`config.mk`:
```
export PLATFORM = sky130hd
export DESIGN_NAME = fp_multiplier_seq_flat
export DESIGN_NICKNAME = d
export VERILOG_FILES = /design/src/rtl/fp_multiplier_seq_if.sv /design/src/rtl/fp_multiplier_seq.sv /design/src/flat_wrapper.sv
export SDC_FILE = /design/constraint.sdc
export NUM_CORES = 1
export LEC_CHECK = 0
export ABC_CLOCK_PERIOD_IN_PS = 6750
export CORE_MARGIN = 1
export CORE_UTILIZATION = 50
export CTS_BUF_LIST = sky130_fd_sc_hd__clkbuf_16
export DETAILED_ROUTE_END_ITERATION = 8
export PLACE_DENSITY = 0.74
export RECOVER_POWER = 25
export SYNTH_ARGS = -nofsm -noshare
export SYNTH_HDL_FRONTEND = slang
export SYNTH_SLANG_ARGS = --single-unit
```
`constraint.sdc`:
```
create_clock -name clk -period 6.75 [get_ports clk]
set_clock_uncertainty 0.2 [all_clocks]
set_input_delay 1.35 -clock clk [delete_from_list [all_inputs] [get_ports clk]]
set_output_delay 1.35 -clock clk [all_outputs]
set_load 0.02 [all_outputs]
```
`src/rtl/fp_multiplier_seq_if.sv`:
```
// Purpose: start/busy/done handshake and operand/result bus of the
//          sequential single-precision multiplier.
// Signals:
//   start     requester -> multiplier, sampled only while busy==0
//   a, b      requester -> multiplier, operands captured with start
//   busy      multiplier -> requester, operation in flight
//   done      multiplier -> requester, one-cycle pulse, result/flags valid
//   result    multiplier -> requester, product, held until next accepted start
//   overflow  multiplier -> requester, exponent overflow, held with result
//   underflow multiplier -> requester, exponent underflow, held with result
interface fp_multiplier_seq_if;
  logic        start;
  logic [31:0] a;
  logic [31:0] b;
  logic        busy;
  logic        done;
  logic [31:0] result;
  logic        overflow;
  logic        underflow;

  modport master (
    output start, a, b,
    input  busy, done, result, overflow, underflow
  );

  modport slave (
    input  start, a, b,
    output busy, done, result, overflow, underflow
  );
endinterface

```
`src/rtl/fp_multiplier_seq.sv`:
```
// Purpose: multi-cycle IEEE-754 single-precision multiplier. A shift-add
//          engine consumes BITS_PER_CYCLE multiplier bits per clock; the
//          product is truncated (no rounding) and denormal inputs are
//          flushed to zero.
// Ports:
//   clk    rising-edge clock
//   reset  asynchronous active-high reset, aborts any operation
//   bus    fp_multiplier_seq_if.slave (start, a, b, busy, done, result,
//          overflow, underflow)
//
// state | meaning
// IDLE  | waiting for start; also the cycle after done, where busy drops
// CALC  | classify operands; special result, or first partial product
// MUL   | remaining shift-add iterations
// NORM  | normalise, range check, write result
module fp_multiplier_seq #(
  parameter int          BITS_PER_CYCLE = 1,
  parameter logic [31:0] QNAN_VALUE     = 32'h7FC00000
) (
  input  logic              clk,
  input  logic              reset,
  fp_multiplier_seq_if.slave bus
);

  localparam int ITER = 24 / BITS_PER_CYCLE;

  typedef enum logic [1:0] {IDLE, CALC, MUL, NORM} state_t;

  state_t             state;
  logic [31:0]        op_a, op_b;
  logic [23:0]        mcand, mplier;
  logic [47:0]        acc;
  logic signed [9:0]  exp_sum;
  logic [4:0]         cnt;
  logic               sign;
  logic               busy_r, done_r, ovf_r, unf_r;
  logic [31:0]        result_r;

  logic [7:0]                ea, eb;
  logic [22:0]               fa, fb;
  logic                      nan_a, nan_b, inf_a, inf_b, zero_a, zero_b;
  logic [BITS_PER_CYCLE-1:0] digit;
  logic [47:0]               pp, acc_next;
  logic signed [9:0]         exp_n;
  logic [22:0]               frac_n;

  always_comb begin
    ea     = op_a[30:23];
    eb     = op_b[30:23];
    fa     = op_a[22:0];
    fb     = op_b[22:0];
    nan_a  = (ea == 8'hFF) && (fa != 23'd0);
    nan_b  = (eb == 8'hFF) && (fb != 23'd0);
    inf_a  = (ea == 8'hFF) && (fa == 23'd0);
    inf_b  = (eb == 8'hFF) && (fb == 23'd0);
    zero_a = (ea == 8'h00);
    zero_b = (eb == 8'h00);
    // Multiplier is consumed MSB-first, so the accumulator shifts left.
    digit    = mplier[23 -: BITS_PER_CYCLE];
    pp       = 48'(mcand) * 48'(digit);
    acc_next = (acc << BITS_PER_CYCLE) + pp;
    exp_n    = acc[47] ? exp_sum + 10'sd1 : exp_sum;
    frac_n   = acc[47] ? acc[46:24] : acc[45:23];
  end

  always_ff @(posedge clk or posedge reset) begin
    if (reset) begin
      state    <= IDLE;
      op_a     <= '0;
      op_b     <= '0;
      mcand    <= '0;
      mplier   <= '0;
      acc      <= '0;
      exp_sum  <= '0;
      cnt      <= '0;
      sign     <= 1'b0;
      busy_r   <= 1'b0;
      done_r   <= 1'b0;
      ovf_r    <= 1'b0;
      unf_r    <= 1'b0;
      result_r <= '0;
    end else begin
      case (state)
        IDLE: begin
          done_r <= 1'b0;
          busy_r <= 1'b0;
          // busy is still high in the cycle after done, which blocks a start
          // presented during the done cycle.
          if (bus.start && !busy_r) begin
            op_a   <= bus.a;
            op_b   <= bus.b;
            mcand  <= {1'b1, bus.a[22:0]};
            mplier <= {1'b1, bus.b[22:0]};
            acc    <= '0;
            sign   <= bus.a[31] ^ bus.b[31];
            ovf_r  <= 1'b0;
            unf_r  <= 1'b0;
            busy_r <= 1'b1;
            state  <= CALC;
          end
        end
        CALC: begin
          exp_sum <= $signed({2'b00, ea}) + $signed({2'b00, eb}) - 10'sd127;
          if (nan_a || nan_b || (inf_a && zero_b) || (zero_a && inf_b)) begin
            result_r <= QNAN_VALUE;
            done_r   <= 1'b1;
            state    <= IDLE;
          end else if (inf_a || inf_b) begin
            result_r <= {sign, 8'hFF, 23'd0};
            done_r   <= 1'b1;
            state    <= IDLE;
          end else if (zero_a || zero_b) begin
            result_r <= {sign, 31'd0};
            done_r   <= 1'b1;
            state    <= IDLE;
          end else begin
            acc    <= acc_next;
            mplier <= mplier << BITS_PER_CYCLE;
            cnt    <= 5'(ITER - 1);
            state  <= (ITER == 1) ? NORM : MUL;
          end
        end
        MUL: begin
          acc    <= acc_next;
          mplier <= mplier << BITS_PER_CYCLE;
          cnt    <= cnt - 5'd1;
          if (cnt == 5'd1) state <= NORM;
        end
        NORM: begin
          if (exp_n >= 10'sd255) begin
            result_r <= {sign, 8'hFF, 23'd0};
            ovf_r    <= 1'b1;
          end else if (exp_n <= 10'sd0) begin
            result_r <= {sign, 31'd0};
            unf_r    <= 1'b1;
          end else begin
            result_r <= {sign, exp_n[7:0], frac_n};
          end
          done_r <= 1'b1;
          state  <= IDLE;
        end
        default: state <= IDLE;
      endcase
    end
  end

  assign bus.busy      = busy_r;
  assign bus.done      = done_r;
  assign bus.result    = result_r;
  assign bus.overflow  = ovf_r;
  assign bus.underflow = unf_r;

endmodule

```
`src/flat_wrapper.sv`:
```
// flat-port wrapper written by rule: the top's interface ports become plain ports
module fp_multiplier_seq_flat 
#(
  parameter int          BITS_PER_CYCLE = 1,
  parameter logic [31:0] QNAN_VALUE     = 32'h7FC00000
)
  (clk, reset, bus_start, bus_a, bus_b, bus_busy, bus_done, bus_result, bus_overflow, bus_underflow);
  fp_multiplier_seq_if bus_i ();
  input  logic clk;
  input  logic reset;
  input wire logic [$bits(bus_i.start)-1:0] bus_start;
  input wire logic [$bits(bus_i.a)-1:0] bus_a;
  input wire logic [$bits(bus_i.b)-1:0] bus_b;
  output wire logic [$bits(bus_i.busy)-1:0] bus_busy;
  output wire logic [$bits(bus_i.done)-1:0] bus_done;
  output wire logic [$bits(bus_i.result)-1:0] bus_result;
  output wire logic [$bits(bus_i.overflow)-1:0] bus_overflow;
  output wire logic [$bits(bus_i.underflow)-1:0] bus_underflow;
  assign bus_i.start = bus_start;
  assign bus_i.a = bus_a;
  assign bus_i.b = bus_b;
  assign bus_busy = bus_i.busy;
  assign bus_done = bus_i.done;
  assign bus_result = bus_i.result;
  assign bus_overflow = bus_i.overflow;
  assign bus_underflow = bus_i.underflow;
  fp_multiplier_seq #(.BITS_PER_CYCLE(BITS_PER_CYCLE), .QNAN_VALUE(QNAN_VALUE)) u_core (.clk(clk), .reset(reset), .bus(bus_i));
endmodule
```
Word-level counts from Yosys, hierarchy flattened
Cells that the tools add are included.

operators by class
  mux-type cells = 39
  bitwise logic cells = 1
  $lt $le $gt $ge = 2
  multipliers = 1
  $add $sub $neg = 5
  equality and inequality tests = 15
  reductions and logical operators = 33

operators with widths
  kind                                                                                  number
  48-bit 2-to-1 mux                                                                     4
  48-bit one-hot mux with 3 select lines                                                1
  24-bit 2-to-1 mux                                                                     4
  32-bit 2-to-1 mux                                                                     3
  24-bit one-hot mux with 3 select lines                                                1
  32-bit one-hot mux with 2 select lines                                                1
  31-bit 2-to-1 mux                                                                     2
  48-bit by 25-bit adder with 48-bit output                                             1
  23-bit zero test                                                                      2
  23-bit nonzero test                                                                   2
  24-bit by 1-bit multiplier with 25-bit output                                         1
  23-bit 2-to-1 mux                                                                     1
  8-bit == test, second input constant                                                  2
  8-bit zero test                                                                       2
  5-bit 2-to-1 mux                                                                      3
  10-bit by 2-bit adder with 10-bit output, second input constant                       1
  10-bit by 9-bit greater-or-equal comparator with 1-bit output, second input constant  1
  10-bit by 1-bit <= comparator with 1-bit output, second input constant                1
  10-bit 2-to-1 mux                                                                     1
  2-bit 2-to-1 mux                                                                      5
  5-bit one-hot mux with 2 select lines                                                 1
  10-bit by 8-bit subtractor with 10-bit output, second input constant                  1
  8-bit by 8-bit adder with 9-bit output                                                1
  1-bit 2-to-1 mux                                                                      8
  21 further kinds                                                                      46

word-level totals
  output and inout port bits = 36
  word-level logic and storage cells = 110
  bits in registers = 212
  input bits = 67

Longest topological paths before layout
  word-level depth = 7
  mapped depth = 12
  mapped depth without buffers = 10

Worst setup path after synthesis
OpenSTA, ideal clock, no wires.

  kind = register -> register
  start = register u_core.mplier[23]
  end = register u_core.acc[23]
  data arrival time = 2768 ps
  buffers on the path = 1
  period minus slack after synthesis = 3090 ps
  required time = 6428 ps
  slack = 3660 ps
  cell stages (with the launch flop) = 12
  cell sequence = dfrtp_1 -> clkbuf_1 -> and2_1 -> ha_1 -> fa_1 -> a21oi_1 -> o211ai_4 -> nand4_4 -> a211oi_1 -> o211a_1 -> or3_1 -> a32o_1

between the ends
  cells in the longest elaborated chain, start to end = 6

ends and longest elaborated chain
  what                                               line                      RTL
  start, declared                                    fp_multiplier_seq.sv:31   logic [23:0] mcand, mplier;
  start signal, assigned                             fp_multiplier_seq.sv:93   mplier <= {1'b1, bus.b[22:0]};
  start signal, assigned                             fp_multiplier_seq.sv:118  mplier <= mplier << BITS_PER_CYCLE;
  start signal, assigned                             fp_multiplier_seq.sv:125  mplier <= mplier << BITS_PER_CYCLE;
  24-bit by 1-bit multiplier with 25-bit output (*)  fp_multiplier_seq.sv:60   pp = 48'(mcand) * 48'(digit);
  48-bit by 25-bit adder with 48-bit output (*)      fp_multiplier_seq.sv:61   acc_next = (acc << BITS_PER_CYCLE) + pp;
  48-bit 2-to-1 mux                                  fp_multiplier_seq.sv:112  end else if (zero_a || zero_b) begin
  48-bit 2-to-1 mux                                  fp_multiplier_seq.sv:108  end else if (inf_a || inf_b) begin
  48-bit 2-to-1 mux                                  fp_multiplier_seq.sv:104  if (nan_a || nan_b || (inf_a && zero_b) || (zero_a && inf_b)) begin
  48-bit one-hot mux with 3 select lines (*)         fp_multiplier_seq.sv:83   case (state)
  end signal, assigned                               fp_multiplier_seq.sv:117  acc <= acc_next;
  end signal, assigned                               fp_multiplier_seq.sv:124  acc <= acc_next;
  end, declared                                      fp_multiplier_seq.sv:32   logic [47:0] acc;

Mark *: on every way between the ends. The rest lies on a longest branch, timed or not. The select of a mux whose other input is x is not followed.
A chain may end at the register's enable or synchronous reset.

==> flow_summary.json <==
{
  "io_pins": 103,
  "tightest_slew_ns": 2.41,
  "max_cap_violations": 1,
  "period_minus_slack_ns": 4.36,
  "portBuffers": 102,
  "design.core.area_sq_um": 21000,
  "netlist_area_sq_um": 10700,
  "synth_top_area_share_pct": 44.4,
  "total_power_mw": 5.78,
  "drive_gt1_share_pct": 10.4,
  "vias_per_cell": 5.83,
  "grt_pass1_wl_microns": 40000,
  "arrival_ns": 4.19,
  "postCtsSetupBuffers": 0,
  "hold_buffers": 0,
  "start_kind": "input pin",
  "drc": 0,
  "synth.area.top_cells": "dfrtp_1 (44%), mux2_2 (6.9%), ha_1 (4.7%), nand2_1 (4.4%), mux2i_1 (4.3%)",
  "syn_to_final_growth_pct": 16.5,
  "yosys_warnings": 0,
  "clk_pin_slew_ns": 0.06,
  "antenna_cells": 0,
  "synth.avg_cell_area_sq_um": 9.87,
  "start_util_pct": 50.9,
  "finalHoldViolCount": 0,
  "place.gp.congestion": 0.863,
  "dp_hpwl_microns": 16200,
  "worst_path_largest_cell_delay_ns": 1.78,
  "drt_iter0_drc": 499,
  "clockRootBuffer": "clkbuf_16",
  "clockBufferDepth": 2,
  "reg2regPathDepth": 10,
  "grt_setup_unrepaired": "no",
  "worstSetupPathType": "input pin to asynchronous set/reset pin",
  "cp_max_fo": 179,
  "critPathRequiredTime_ns": 6.59,
  "post-route-util_pct": 59.3,
  "setup_viol": 0,
  "synthArstFlopShare_pct": 100,
  "hold_path_depth": 1,
  "die_x_microns": 148,
  "slew_violations": 180,
  "vdd_drop_max_mv": 0.264,
  "p_leak_nw": 5.20,
  "die_h_microns": 148,
  "grt_pass1_vias": 8053,
  "path_cells": "dlygate4sd3_1 > clkinvlp_2 > clkbuf_4",
  "violations": "max-capacitance violations, max-slew violations",
  "cp_slowest_cell": "clkbuf_4",
  "drtAntennaViolNets": 0,
  "htreeDepth": 4,
  "relSlewSlack_pct": -60.5,
  "rows": 53,
  "grt-ovfl-total": 0,
  "synth_edf_count": 0,
  "nNetsFinal": 1256,
  "synth_top_area_cell": "dfrtp_1",
  "cp-end-kind": "asynchronous set/reset pin",
  "fmax_mhz": 230,
  "die_area_sq_um": 21900,
  "numCtsBuffers": 17,
  "vias": 8371,
  "post_drt_wl_per_cell_microns": 16.3,
  "ys.flop_type": "dfrtp_1",
  "routed_wl_microns": 23400,
  "p_per_area_nw_per_um2": 466,
  "synth_cell_type_count": 79,
  "cts_resized": 0,
  "drt-pass1-iter-count": 7,
  "clock-sinks": 189,
  "grt_max_degree": 180,
  "tns_ns": 0,
  "grt_usage_pct": 22.7,
  "tritoncts": "done",
  "antenna_found_initial": 0,
  "ys_ff_latch": 189,
  "whs_ns": 0.274,
  "synth_nets": 1189,
  "hold_path.class": "flop to flop",
  "synth-seq-area-share_pct": 44.4,
  "clock_latency_ns": 0.44,
  "postSynthCellCount": 1080,
  "outcome": "finished with violations",
  "finalCritPeriodShare_pct": 64.5
}
-- stage by stage --
| step | cells | area [sq um] | worst slack [ns] |
|---|---|---|---|
| floorplan | 1080 | 10700 | 0.0579 |
| global placement | 1403 | 11800 | 2.37 |
| detailed placement | 1403 | 11800 | 2.27 |
| CTS | 1435 | 12400 | 2.73 |
| global route | 1435 | 12400 | 1.86 |
| finish | 1435 | 12400 | 2.39 |
-- placed cells by master (no fill, tap or decap), types with 26 or more instances in the layout --
master	count
inv_1	28
nand3_1	37
nor2_1	59
mux2i_1	46
o21ai_0	70
mux2_2	65
ha_1	39
a21oi_1	44
nand2_1	124
clkdlybuf4s50_1	101
xor2_1	26
dfrtp_1	189
and2_1	28
-- final timing paths --
| kind | endpoint | start | slack [ns] |
|---|---|---|---|
| hold reg to reg | u_core.mcand[23] | u_core.mcand[23] | 0.27 |
| setup / recovery | u_core.acc[20] | reset | 2.39 |
| setup reg to reg | u_core.acc[43] | u_core.mplier[23] | 3.09 |
| hold / removal | u_core.mcand[23] | u_core.mcand[23] | 0.27 |
| max in group clk | u_core.acc[32] | bus_start | 2.67 |
| min in group asynchronous | u_core.bus.result[27] | reset | 1.16 |
-- registers in the layout, indices dropped and copies added (netlist names), 5 cells and up, named ones only --
register and flops:
u_core.bus.result 32, u_core.op_b 31, u_core.op_a 8, u_core.mcand 24, u_core.mplier 24, u_core.cnt 5, u_core.exp_sum 10, u_core.acc 48
-- synth_stat cells, types with 21 or more instances --
cell type,instances
dfrtp_1,189
inv_1,28
o21ai_1,21
xnor2_1,21
and2_1,29
nor3_1,22
mux2_2,65
o21ai_0,70
ha_1,40
mux2i_1,46
nand2_1,125
xor2_1,26
clkbuf_1,32
nor2_1,58
nand3_1,38
a21oi_1,44
-- kinds of logic after synthesis --
kind of cell    share of synthesized area [%]
mux                                      11.2
compound gates                           15.7
flops                                    44.4
xor+xnor                                 3.86
simple gates                             16.5
fa+ha+maj                                5.07
buf+inv                                  3.36
-- power breakdown --
part	internal (mW)	switching [mW]
combinational	1.21	1.64
sequential	1.56	0.350
clock	0.532	0.491
total	3.30	2.48
-- routing by layer --
layer / GRT usage (%) / vias to the layer above / part of all wire (%)
met3: 4.32 / 28 / 4.4
met2: 36.1 / 227 / 47
met5: 0 / - / 0
met1: 31.4 / 4070 / 47
met4: 7.06 / 0 / 1.7
li1: - / 4046 / -
-- layout make-up --
class	instances	area [sq um]
fill	1811	8530
multi-input combinational	805	5590
sequential	189	4730
timing repair buffer	106	1050
clock buffer	17	425
tap	275	344
clock inverter	15	175
inverter	28	106
-- worst max-delay path, delay by kind of cell --
family | cells | cell delay, ns
buf+inv | 3 | 2.64
No activity file was read; power rests on OpenSTA's default activity.
